**src/rtl/pwm_pkg.sv**
```systemverilog
// Shared definitions for the breathing-PWM sweep and the downstream pwm stage.
package pwm_pkg;

  localparam int unsigned PWM_N_DEF  = 32;
  localparam int unsigned PWM_HW_DEF = 16;

  typedef enum logic [2:0] {
    ST_IDLE,
    ST_FIXED,
    ST_UP,
    ST_HOLD_HI,
    ST_DOWN,
    ST_HOLD_LO
  } pwm_state_e;

endpackage

```
**src/rtl/pwm_tick_div.sv**
```systemverilog
// Update-tick generator: counts 0..max(div,1)-1 and pulses tick on the last count.
module pwm_tick_div #(
  parameter int unsigned N = pwm_pkg::PWM_N_DEF
) (
  input  logic         clk,
  input  logic         rst_n,
  input  logic         clr,
  input  logic [N-1:0] div,
  output logic         tick
);

  logic [N-1:0] cnt_q, cnt_d;
  logic [N-1:0] last;

  // A divider of 0 behaves as 1, i.e. a tick on every clock.
  assign last = (div == '0) ? '0 : div - N'(1);
  assign tick = !clr && (cnt_q == last);

  always_comb begin
    cnt_d = cnt_q + N'(1);
    if (clr || cnt_q >= last) cnt_d = '0;
  end

  always_ff @(posedge clk or negedge rst_n) begin
    if (!rst_n) cnt_q <= '0;
    else        cnt_q <= cnt_d;
  end

endmodule

```
**src/rtl/pwm_breath.sv**
```systemverilog
// Breathing duty sweep: ramps duty between latched limits with dwell at each end.
module pwm_breath
  import pwm_pkg::*;
#(
  parameter int unsigned N  = PWM_N_DEF,
  parameter int unsigned HW = PWM_HW_DEF
) (
  input  logic          clk,
  input  logic          rst_n,
  input  logic          en,
  input  logic [N-1:0]  duty_min,
  input  logic [N-1:0]  duty_max,
  input  logic [N-1:0]  step,
  input  logic [N-1:0]  tick_div,
  input  logic [HW-1:0] hold,
  output logic [N-1:0]  duty,
  output logic          dir,
  output logic          busy,
  output logic          cycle_done
);

  pwm_state_e    state_q, state_d;
  logic [N-1:0]  duty_q, duty_d;
  logic          dir_q, dir_d;
  logic          busy_q, busy_d;
  logic          done_q, done_d;
  logic [HW-1:0] hcnt_q, hcnt_d;

  logic [N-1:0]  min_q, max_q, step_q, div_q;
  logic [HW-1:0] hold_q;
  logic          lat_q;
  logic          latch;

  logic          tick;
  logic [N:0]    sum, diff;
  logic [HW-1:0] hcnt_inc;
  logic          hold_done;

  // Counter runs only while sweeping with en high; any IDLE cycle restarts it.
  pwm_tick_div #(.N(N)) u_tick (
    .clk  (clk),
    .rst_n(rst_n),
    .clr  ((state_q == ST_IDLE) || !en),
    .div  (div_q),
    .tick (tick)
  );

  assign sum       = {1'b0, duty_q} + {1'b0, step_q};
  assign diff      = {1'b0, duty_q} - {1'b0, step_q};
  assign hcnt_inc  = hcnt_q + HW'(1);
  assign hold_done = (hold_q == '0) || (hcnt_inc == hold_q);

  always_comb begin
    state_d = state_q;
    duty_d  = duty_q;
    hcnt_d  = hcnt_q;
    done_d  = 1'b0;
    latch   = 1'b0;
    if (!en) begin
      state_d = ST_IDLE;
      duty_d  = lat_q ? min_q : duty_min;
      hcnt_d  = '0;
    end else begin
      unique case (state_q)
        ST_IDLE: begin
          latch   = 1'b1;
          duty_d  = duty_min;
          hcnt_d  = '0;
          state_d = (duty_min >= duty_max || step == '0) ? ST_FIXED : ST_UP;
        end
        ST_FIXED: ;
        ST_UP: if (tick) begin
          if (sum >= {1'b0, max_q}) begin
            duty_d  = max_q;
            state_d = ST_HOLD_HI;
            hcnt_d  = '0;
          end else begin
            duty_d  = sum[N-1:0];
          end
        end
        ST_HOLD_HI: if (tick) begin
          if (hold_done) begin
            state_d = ST_DOWN;
            hcnt_d  = '0;
          end else begin
            hcnt_d  = hcnt_inc;
          end
        end
        // Borrow out of the N+1-bit difference means the step undershot zero.
        ST_DOWN: if (tick) begin
          if (diff[N] || diff[N-1:0] <= min_q) begin
            duty_d  = min_q;
            state_d = ST_HOLD_LO;
            hcnt_d  = '0;
            done_d  = 1'b1;
          end else begin
            duty_d  = diff[N-1:0];
          end
        end
        ST_HOLD_LO: if (tick) begin
          if (hold_done) begin
            state_d = ST_UP;
            hcnt_d  = '0;
          end else begin
            hcnt_d  = hcnt_inc;
          end
        end
        default: state_d = ST_IDLE;
      endcase
    end
    dir_d  = (state_d == ST_UP) || (state_d == ST_HOLD_HI);
    busy_d = (state_d != ST_IDLE);
  end

  always_ff @(posedge clk or negedge rst_n) begin
    if (!rst_n) begin
      state_q <= ST_IDLE;
      duty_q  <= '0;
      dir_q   <= 1'b0;
      busy_q  <= 1'b0;
      done_q  <= 1'b0;
      hcnt_q  <= '0;
    end else begin
      state_q <= state_d;
      duty_q  <= duty_d;
      dir_q   <= dir_d;
      busy_q  <= busy_d;
      done_q  <= done_d;
      hcnt_q  <= hcnt_d;
    end
  end

  always_ff @(posedge clk or negedge rst_n) begin
    if (!rst_n) begin
      min_q  <= '0;
      max_q  <= '0;
      step_q <= '0;
      div_q  <= '0;
      hold_q <= '0;
      lat_q  <= 1'b0;
    end else if (latch) begin
      min_q  <= duty_min;
      max_q  <= duty_max;
      step_q <= step;
      div_q  <= tick_div;
      hold_q <= hold;
      lat_q  <= 1'b1;
    end
  end

  assign duty       = duty_q;
  assign dir        = dir_q;
  assign busy       = busy_q;
  assign cycle_done = done_q;

endmodule

```
**config.mk**
```make
export PLATFORM = sky130hd
export DESIGN_NAME = pwm_breath
export DESIGN_NICKNAME = d
export VERILOG_FILES = /design/src/rtl/pwm_pkg.sv /design/src/rtl/pwm_tick_div.sv /design/src/rtl/pwm_breath.sv
export SDC_FILE = /design/constraint.sdc
export NUM_CORES = 1
export LEC_CHECK = 0
export CORE_MARGIN = 8
export CORE_UTILIZATION = 60
export DETAILED_ROUTE_END_ITERATION = 8
export DONT_BUFFER_PORTS = 1
export GPL_ROUTABILITY_DRIVEN = 0
export PLACE_DENSITY = 0.76
export SLEW_MARGIN = 25
export SYNTH_ARGS = -nofsm -noshare
export SYNTH_HDL_FRONTEND = slang
export SYNTH_HIERARCHICAL = 1
export SYNTH_SLANG_ARGS = --single-unit
```
**constraint.sdc**
```tcl
create_clock -name clk -period 14.5 [get_ports clk]
set_input_delay 1.45 -clock clk [delete_from_list [all_inputs] [get_ports clk]]
set_output_delay 1.45 -clock clk [all_outputs]
set_load 0.02 [all_outputs]
```
### Yosys cells after proc, flatten, opt, wreduce, memory -nomap -nowiden

Cells that the tools add are included.

| operators by class | value |
|---|---|
| $add $sub $neg | 5 |
| multipliers | 0 |
| div/mod/pow operators | 0 |
| $lt $le $gt $ge | 4 |
| equality and inequality tests | 16 |
| shift operators | 0 |
| multiplexer cells | 34 |
| bitwise operators | 0 |
| reduce and logical (&&, ||, !) cells | 17 |

Operators with widths:

| cell | count |
|---|---|
| $mux W32 | 8 |
| $mux W16 | 7 |
| $pmux W32 S3 | 1 |
| $ge A32 B32 Y1 | 2 |
| $logic_not A32 Y1 | 2 |
| $pmux W16 S4 | 1 |
| $add A32 B32 Y33 | 1 |
| $ge A33 B32 Y1 | 1 |
| $sub A32 B32 Y33 | 1 |
| $add A32 B1 Y32 const B | 1 |
| $eq A32 B32 Y1 | 1 |
| $le A32 B32 Y1 | 1 |
| $sub A32 B1 Y32 const B | 1 |
| $mux W3 | 9 |
| $pmux W3 S6 | 1 |
| $add A16 B1 Y16 const B | 1 |
| $eq A16 B16 Y1 | 1 |
| $logic_not A16 Y1 | 1 |
| $eq A3 B2 Y1 const B | 4 |
| $ne A3 B3 Y1 const B | 4 |
| $eq A3 B3 Y1 const B | 2 |
| $logic_or A1 B1 Y1 | 6 |
| $mux W1 | 6 |
| $reduce_and A6 Y1 | 1 |
| other kinds (11) | 12 |

| word-level totals | value |
|---|---|
| flip-flop bits (word level) | 231 |
| latch bits | 0 |
| memory bits (writable) | 0 |
| memory bits (read-only) | 0 |
| input bits | 147 |
| output and inout port bits | 35 |
| logic and storage cells | 89 |
| memories kept | 0 |

### Longest topological paths before layout

Gate-level depths: netlist of run 1.

| logic depth | value |
|---|---|
| depth after elaboration | 9 |
| mapped depth | 25 |
| mapped depth without buffers | 23 |

### Modules after synthesis

Netlist of run 1, hierarchy kept.

By module, submodules not included:

| module | instances | cells an instance | area each (um^2) | sequential area each (um^2) |
|---|---|---|---|---|
| pwm_breath | 1 | 1824 | 15556.2 | 4979.8 |
| pwm_tick_div | 1 | 371 | 3145.5 | 800.8 |

### Worst setup path after synthesis of run 1

OpenSTA, ideal clock, no wires.

| path | value |
|---|---|
| path kind | reg-to-reg |
| from | register duty_q[9], in the netlist duty[9] |
| to | register duty_q[16], in the netlist duty[16] |
| library setup time | 123 ps |
| arrival | 4935 ps |
| required time | 14377 ps |
| setup slack | 9443 ps |
| stages on the path, launching flop included | 22 |
| buffers on the path | 2 |
| period minus slack after synthesis | 5057 ps |
| cells stage by stage | dfrtp_1 ha_1 clkbuf_2 inv_1 a2111oi_0 o21ai_1 or4_1 nand3_1 a211oi_1 o21a_1 or2_2 ha_1 o21a_1 o21ai_0 or4_1 a211oi_1 nor3_1 nand2_2 buf_2 mux2i_1 o221ai_1 o221a_2 |

| on the way | value |
|---|---|
| cells in the longest elaborated chain, start to end | 7 |
| elaborated cells between the ends (all ways) | 11 |
| those cells by class | add/sub: 2; order compare: 2; mux: 6; reduce/logical: 1 |

RTL lines:

| item | RTL line | RTL |
|---|---|---|
| from (decl) | pwm_breath.sv:23 | `logic [N-1:0] duty_q, duty_d;` |
| from (signal assigned) | pwm_breath.sv:125 | `duty_q <= duty_d;` |
| $sub A32 B32 Y33 | pwm_breath.sv:49 | `assign diff = {1'b0, duty_q} - {1'b0, step_q};` |
| $le A32 B32 Y1 | pwm_breath.sv:91 | `if (diff[N] \|\| diff[N-1:0] <= min_q) begin` |
| $logic_or A1 B1 Y1 | pwm_breath.sv:91 |  |
| $mux W32 | pwm_breath.sv:91 |  |
| $mux W32 | pwm_breath.sv:90 | `ST_DOWN: if (tick) begin` |
| $pmux W32 S3 * | pwm_breath.sv:64 | `unique case (state_q)` |
| $mux W32 * | pwm_breath.sv:59 | `if (!en) begin` |

Mark *: on every way between the ends. The rest lies on a longest branch, timed or not. The select of a mux whose other input is x is not followed.
A chain may end at the register's enable or synchronous reset.

### Worst setup path after layout of run 1

| path | value |
|---|---|
| from | register duty_q[18], in the netlist duty[18] |
| to | register hcnt_q[15] |

| on the way | value |
|---|---|
| cells in the longest elaborated chain, start to end | 5 |
| elaborated cells between the ends (all ways) | 8 |
| those cells by class | add/sub: 2; order compare: 2; eq/ne: 2; reduce/logical: 2 |

RTL lines:

| item | RTL line | RTL |
|---|---|---|
| $sub A32 B32 Y33 | pwm_breath.sv:49 |  |
| $le A32 B32 Y1 | pwm_breath.sv:91 |  |
| $logic_or A1 B1 Y1 | pwm_breath.sv:91 |  |
| $ne A3 B3 Y1 (no line) | - |  |
| $reduce_and A6 Y1 (no line) * | - |  |
| to (signal assigned) | pwm_breath.sv:129 | `hcnt_q <= hcnt_d;` |
| to (decl) | pwm_breath.sv:27 | `logic [HW-1:0] hcnt_q, hcnt_d;` |

Mark *: on every way between the ends. The rest lies on a longest branch, timed or not.

==> results of run 1 <==
-- metrics by stage --
stage,worst slack (ns),hold slack (ns),cells,util [%]
2_1_floorplan,9.44,0.469,2195,-
3_3_place_gp,8.02,0.491,2497,61.5
3_5_place_dp,7.88,0.537,2497,61.5
4_1_cts,7.81,0.544,2547,64.5
5_1_grt,7.32,0.549,2547,64.5
6_report,7.46,0.542,2547,64.5
-- metal layers --
| layer | share of wire (%) | wire length, um | track usage, % | vias to the layer above |
|---|---|---|---|---|
| met2 | 44 | 25100 | 46.6 | 866 |
| met3 | 11 | 6090 | 7.95 | 180 |
| li1 | - | - | - | 7773 |
| met5 | 0.065 | 37 | 0 | - |
| met1 | 41 | 23400 | 39.8 | 8120 |
| met4 | 3.8 | 2140 | 10.5 | 6 |
-- power breakdown --
| part | total, uW | internal (uW) | switching [uW] |
|---|---|---|---|
| Sequential | 975 | 783 | 192 |
| Clock | 730 | 435 | 295 |
| Combinational | 2450 | 958 | 1490 |
-- sequential cells by signal, indices dropped and copies added, names as in the netlist, 3 cells and up --
register      cells
hcnt_q           16
u_tick/cnt_q     32
state_q           3
min_q            32
max_q            32
hold_q           16
duty             32
step_q           32
div_q            32
-- cell families (layout without fill, tap and decap cells) --
| logic type | after synthesis | after routing | share of synthesized area [%] |
|---|---|---|---|
| buffers and inverters | 289 | 245 | 6.32 |
| and+or+nand+nor | 646 | 646 | 17.5 |
| DFF | 231 | 231 | 30.9 |
| adders and majority gates | 198 | 198 | 13.3 |
| AOI/OAI and AO/OA | 608 | 608 | 20.5 |
| xor gates and xnor gates | 125 | 125 | 5.85 |
| muxes | 98 | 98 | 5.60 |
-- final cells by class --
cell class | count | area [um2] | share of cell area (%)
clock buffers | 35 | 746 | 3.77
clock inverters | 15 | 193 | 0.974
inverters | 181 | 679 | 3.43
multi-input cells | 1675 | 11800 | 59.5
flip-flops and latches | 231 | 5780 | 29.2
well taps | 396 | 495 | 2.50
repair buffers | 14 | 118 | 0.594
-- worst max path at each step --
stage	start	to	slack, ns
detailed placement	duty[18]	hcnt_q[15]	7.88
floorplan	duty[9]	duty[16]	9.44
finish	duty[18]	hcnt_q[15]	7.46
global placement	duty[4]	hcnt_q[11]	8.02
global route	duty[15]	hcnt_q[15]	7.32
CTS	duty[4]	hcnt_q[15]	7.81
-- critical path: cells and delay by family (launching register included) --
family | cells | cell delay [ns]
AO/OA/AOI/OAI | 11 | 3.25
AND/OR/NAND/NOR | 6 | 1.47
buffers and inverters | 2 | 0.80
adder cells (fa/ha/maj) | 2 | 0.75
flip-flops | 1 | 0.50
XOR/XNOR | 1 | 0.15
-- placed cells by master (no fill, tap or decap), types with 16 or more instances in the layout --
master | synthesis | routed
ha_1 | 196 | 196
nor2_1 | 143 | 142
xor2_1 | 37 | 37
nand2b_1 | 20 | 20
nand2_1 | 194 | 194
nand4_1 | 47 | 47
nor4_1 | 32 | 32
a21oi_1 | 183 | 183
mux2_2 | 53 | 53
o21ai_0 | 173 | 173
nor3_1 | 70 | 69
nand3_1 | 39 | 39
inv_1 | 178 | 178
dfrtp_1 | 231 | 230
o22ai_1 | 16 | 16
xnor2_1 | 88 | 88
nor2b_1 | 18 | 18
o31ai_1 | 22 | 22
o221a_2 | 17 | 17
mux2i_1 | 45 | 45
clkbuf_16 | 0 | 27
a21o_1 | 36 | 36
o221ai_1 | 18 | 18
==> out/results.txt, run 1 <==
outcome: finished, violations left
failing checks: DRC
total core area: 30700 um2
max incr delay on CP: 0.61 ns
Pwr Total: 4150 uW
RSZ-0062 raised after global routing: false
top_reg_cell synth: dfrtp_1
hold path depth: 1
Area after DPL: 18800 um2
Synth area leaders: dfrtp_1 31%, ha_1 13%, a21oi_1 4.9%, o21ai_0 4.6%, xnor2_1 4.1%
Via Count: 16900
Die Y: 193 um
FF-to-FF Start: duty[18]
synthesis-stage register bit count: 231
Peak supply drop: 0.216 mV
clock skew: 0.0214 ns
asr flop ratio synth: 100%
initial antenna violation count: 3
CTS Buf Count: 27
fmax: 0.142 GHz
Yosys warning count: 6
Post-synth EDFFs: 0
worst rel slew slack: 34.8%
post-synth top area share: 30.9%
max_cap viols: 0
fillers: 2578
clk sinks: 231
TritonCTS clock tree: built
PD cells: 210 nW/um2
# diodes: 0
Total Routed Length: 56800 um
critical path data arrival time: 7.46 ns
post-synthesis cell count: 2195
Worst Max-Slew Pin Slew: 0.979 ns
nets: 2475
most common cell in the synthesized netlist: dfrtp_1
WL per Instance: 22.3 um
Yosys top cell by area: dfrtp_1
critical path capture point type: flip-flop
fin area: 19800 um2
post-synthesis net count: 2540
Avg Cell Area, Syn: 8.52 um2
sequential fraction of the synthesis area: 30.9%
Worst path slowest cell: a21oi_2
Hold Crit Endpoint: u_tick/cnt_q[0]
DRC: 1
critical path, cell by cell: ha_1 -> clkinv_1 -> nor3_1 -> nand3_1 -> a21oi_1 -> o21ai_0 -> a21oi_1 -> a22oi_1 -> nor2b_1 -> xnor2_1 -> ha_1 -> nand4_1 -> nor3_1 -> nand2_1 -> a2111oi_0 -> o31a_1 -> a21boi_4 -> buf_4 -> a21oi_2 -> a21oi_2 -> o21ai_0 -> o41ai_1
crit path max fanout: 30
total grt overflow: 0
Leak Pwr: 0.00876 uW
GRT Util Overall: 30.0%
Worst Setup Start Kind: flip-flop
Detail Placement HPWL: 41200 um
fraction of layout cells with a size suffix above 1: 8.23%
Setup Fix Bufs, Post-CTS: 0
Final period util: 48.6%
DIE WIDTH: 193 um
first-pass detailed-route iteration total: 9
synth unique cells: 97
reg2reg end: hcnt_q[15]
first-pass GRT wire length: 89600 um
I/O Pins: 182
Site Rows: 64
IO buf count: 0
pin count of the biggest net entering global routing: 241
Initial Util: 61.0%
H-tree depth: 1
Die Area: 37100 um2
setup_tns: 0 ns
DR iter-0 viols: 1739
R2R cell count: 22
crit path kind: flip-flop to flip-flop
cts repair resizes: 0
Final min period: 7.04 ns
Final Hold Fails: 0
Hold Startpoint: u_tick/cnt_q[0]
commonest cells in the netlist: 231 x dfrtp_1, 196 x ha_1, 194 x nand2_1
synthesis-to-layout area growth: 5.81%
Syn Std Cell Area: 18700 um2
vias in the first global route: 16600
final setup violation count: 0
Clock Pin Slew Worst Setup and Hold Paths: 0.06 ns
flop2flop setup slack: 7.46 ns
Post-DRT Antenna Nets: 0
HP Class: flip-flop to flip-flop
Max Buffers Root-to-Sink: 3
Crit path required time: 14.92 ns
Skew-Pair Late Insertion Delay: 0.56 ns
root buf cell: clkbuf_16
Slew Limit Fails: 0
Via-to-Cell Ratio: 6.65
cts hold-fix bufs: 0
No activity file was read; power rests on OpenSTA's default activity.
==> inputs of run 2 (changes only) <==
- CORE_UTILIZATION: 60 -> 59
- PLACE_DENSITY: 0.76 -> 0.78
- clock period: 14.5 -> 6.2 ns (I/O delays scaled with it)
==> out/results.txt, run 2 (synthesis results as in run 1) <==
outcome: finished, violations left
Die Area: 37700 um2 (+1.6%)
worst rel slew slack: 30.3% (-4.5 points)
Post-DRT Antenna Nets: 0 (unchanged)
Die Y: 194 um (+0.77%)
H-tree depth: 1 (unchanged)
pre-CTS setup slack: 0.0474 ns (-7.83 ns)
crit path max fanout: 14 (-53%)
final setup violation count: 0 (unchanged)
Final min period: 6.06 ns (-0.984 ns)
crit path kind: flip-flop to flip-flop
I/O Pins: 182 (unchanged)
DR iter-0 viols: 1933 (+11%)
fraction of layout cells with a size suffix above 1: 9.08% (+0.85 points)
final worst slack: 0.141 ns (-7.32 ns)
final design utilization: 63.7% (-0.77 points)
commonest non-fill, non-tap cell in the layout: dfrtp_1
most frequent cells in the layout: 229 x dfrtp_1, 194 x nand2_1, 192 x ha_1
max_cap viols: 0 (unchanged)
clk sinks: 231 (unchanged)
area of the multi-input gates: 11800 um2 (+0.47%)
# placed instances: 2509 (+0.48%)
total core area: 31400 um2 (+2.4%)
DRC: 0 (-1)
WL per Instance: 22.1 um (-0.87%)
HP Class: input port to async pin
synthesis-to-layout area growth: 7.00%
first-pass detailed-route iteration total: 6 (-3)
first-pass GRT wire length: 89700 um (about the same)
# diodes: 0 (unchanged)
Leak Pwr: 0.00884 uW (+0.95%)
Clock Pin Slew Worst Setup and Hold Paths: 0.06 ns (about the same)
CTS Buf Count: 27 (unchanged)
Detail Placement HPWL: 41200 um (about the same)
Slew Limit Fails: 0 (unchanged)
Via-to-Cell Ratio: 6.61 (-0.60%)
TritonCTS clock tree: built
DIE WIDTH: 194 um (+0.77%)
critical path data arrival time: 6.50 ns (-0.96 ns)
Peak supply drop: 0.458 mV (+110%)
Worst Max-Slew Pin Slew: 1.04 ns (+0.0630 ns)
setup_tns: 0 ns (unchanged)
Max Buffers Root-to-Sink: 3 (unchanged)
pin count of the biggest net entering global routing: 241 (unchanged)
fmax: 0.165 GHz (+16%)
Non-Filler Instances: 2561 (+0.55%)
root buf cell: clkbuf_16
Total Routed Length: 56600 um (-0.33%)
IO buf count: 0 (unchanged)
vias in the first global route: 16400 (-1.0%)
Worst Setup Start Kind: flip-flop
Crit path required time: 6.64 ns (-8.28 ns)
Skew-Pair Late Insertion Delay: 0.56 ns (about the same)
initial antenna violation count: 1 (-2)
Pwr Total: 9930 uW (+140%)
critical path capture point type: flip-flop
register area: 5790 um2 (about the same)
Initial Util: 59.6% (-1.4 points)
clock skew: 0.0308 ns (+0.00939 ns)
worst hold slack: -0.0177 ns (-0.560 ns)
Final Hold Fails: 6 (+6)
failing checks: hold timing
GRT Util Overall: 28.8% (-1.1 points)
PD cells: 496 nW/um2 (+140%)
total grt overflow: 0 (unchanged)
Via Count: 16900 (-0.053%)
Site Rows: 65 (+1.6%)
Final period util: 97.7% (+49 points)
nets: 2484 (+0.36%)
fillers: 2555 (-0.89%)
run 2: cell count changes in the layout (fill, tap and decap cells not counted), moves of 3 or more:
cell       delta
ha_1          -4
ha_2          +4
a2111oi_0     -3
buf_4         +4
run 2: metrics by stage:
stage                     hold slack [ns]  instance area, um2
after floorplan                     0.324               18700
after global placement              0.335               18900
after detailed placement            0.333               18900
after CTS                           0.160               19900
after global routing               0.0311               20000
final                             -0.0177               20000
run 2: power by group:
| group | switching, uW | internal [uW] | total (uW) |
|---|---|---|---|
| logic | 3560 | 2350 | 5910 |
| clock network | 670 | 1080 | 1760 |
| registers | 432 | 1830 | 2260 |
run 2: final timing paths:
check / endpoint / cells after the start / start / slack [ns]
hold / removal: min_q[10] / 1 / rst_n / -0.02
hold reg to reg: hcnt_q[15] / 1 / hcnt_q[15] / 0.52
setup / recovery: duty[8] / 20 / duty[9] / 0.14
min in group clk: max_q[13] / 2 / duty_max[13] / 0.18
max in group asynchronous: div_q[12] / 2 / rst_n / 5.11
setup reg to reg: duty[8] / 20 / duty[9] / 0.14
run 2: what timing repair did:
action,in CTS,in global routing
setup endpoints to repair,15,50
hold endpoints to repair,231,0
buffers inserted,0,1
hold buffers,1,0
pin swaps,0,1
gates resized for setup,1,18
run 2: worst max-delay path: stages (launching register included):
cell and delay, ns:
dfrtp_1 0.49, ha_1 0.47, inv_1 0.16, a2111oi_1 0.49
o21ai_1 0.23, or4_1 0.63, nand3_1 0.17, a211oi_1 0.11
o21a_1 0.19, or2_2 0.29, ha_1 0.33, o21a_1 0.12
o21ai_0 0.08, or4_1 0.60, a211oi_1 0.33, nor3_1 0.15
nand2_2 0.23, buf_6 0.25, mux2i_1 0.28, o221ai_1 0.16
o221a_2 0.15
run 2: layout make-up:
cell class / count / share of cell area [%]
Clock inverter: 14 / 1.16
Clock buffer: 35 / 3.68
Multi-Input combinational cell: 1675 / 59.1
Tap cell: 402 / 2.51
Sequential cell: 231 / 28.9
Timing Repair Buffer: 23 / 1.23
Inverter: 181 / 3.40
run 2: layer usage:
layer / up-vias / track usage, % / wire length, um
li1: 7788 / - / -
met1: 8106 / 37.9 / 22700
met2: 889 / 45.9 / 25600
met3: 153 / 6.35 / 6270
met4: 0 / 10.9 / 2050
met5: - / 0 / 0
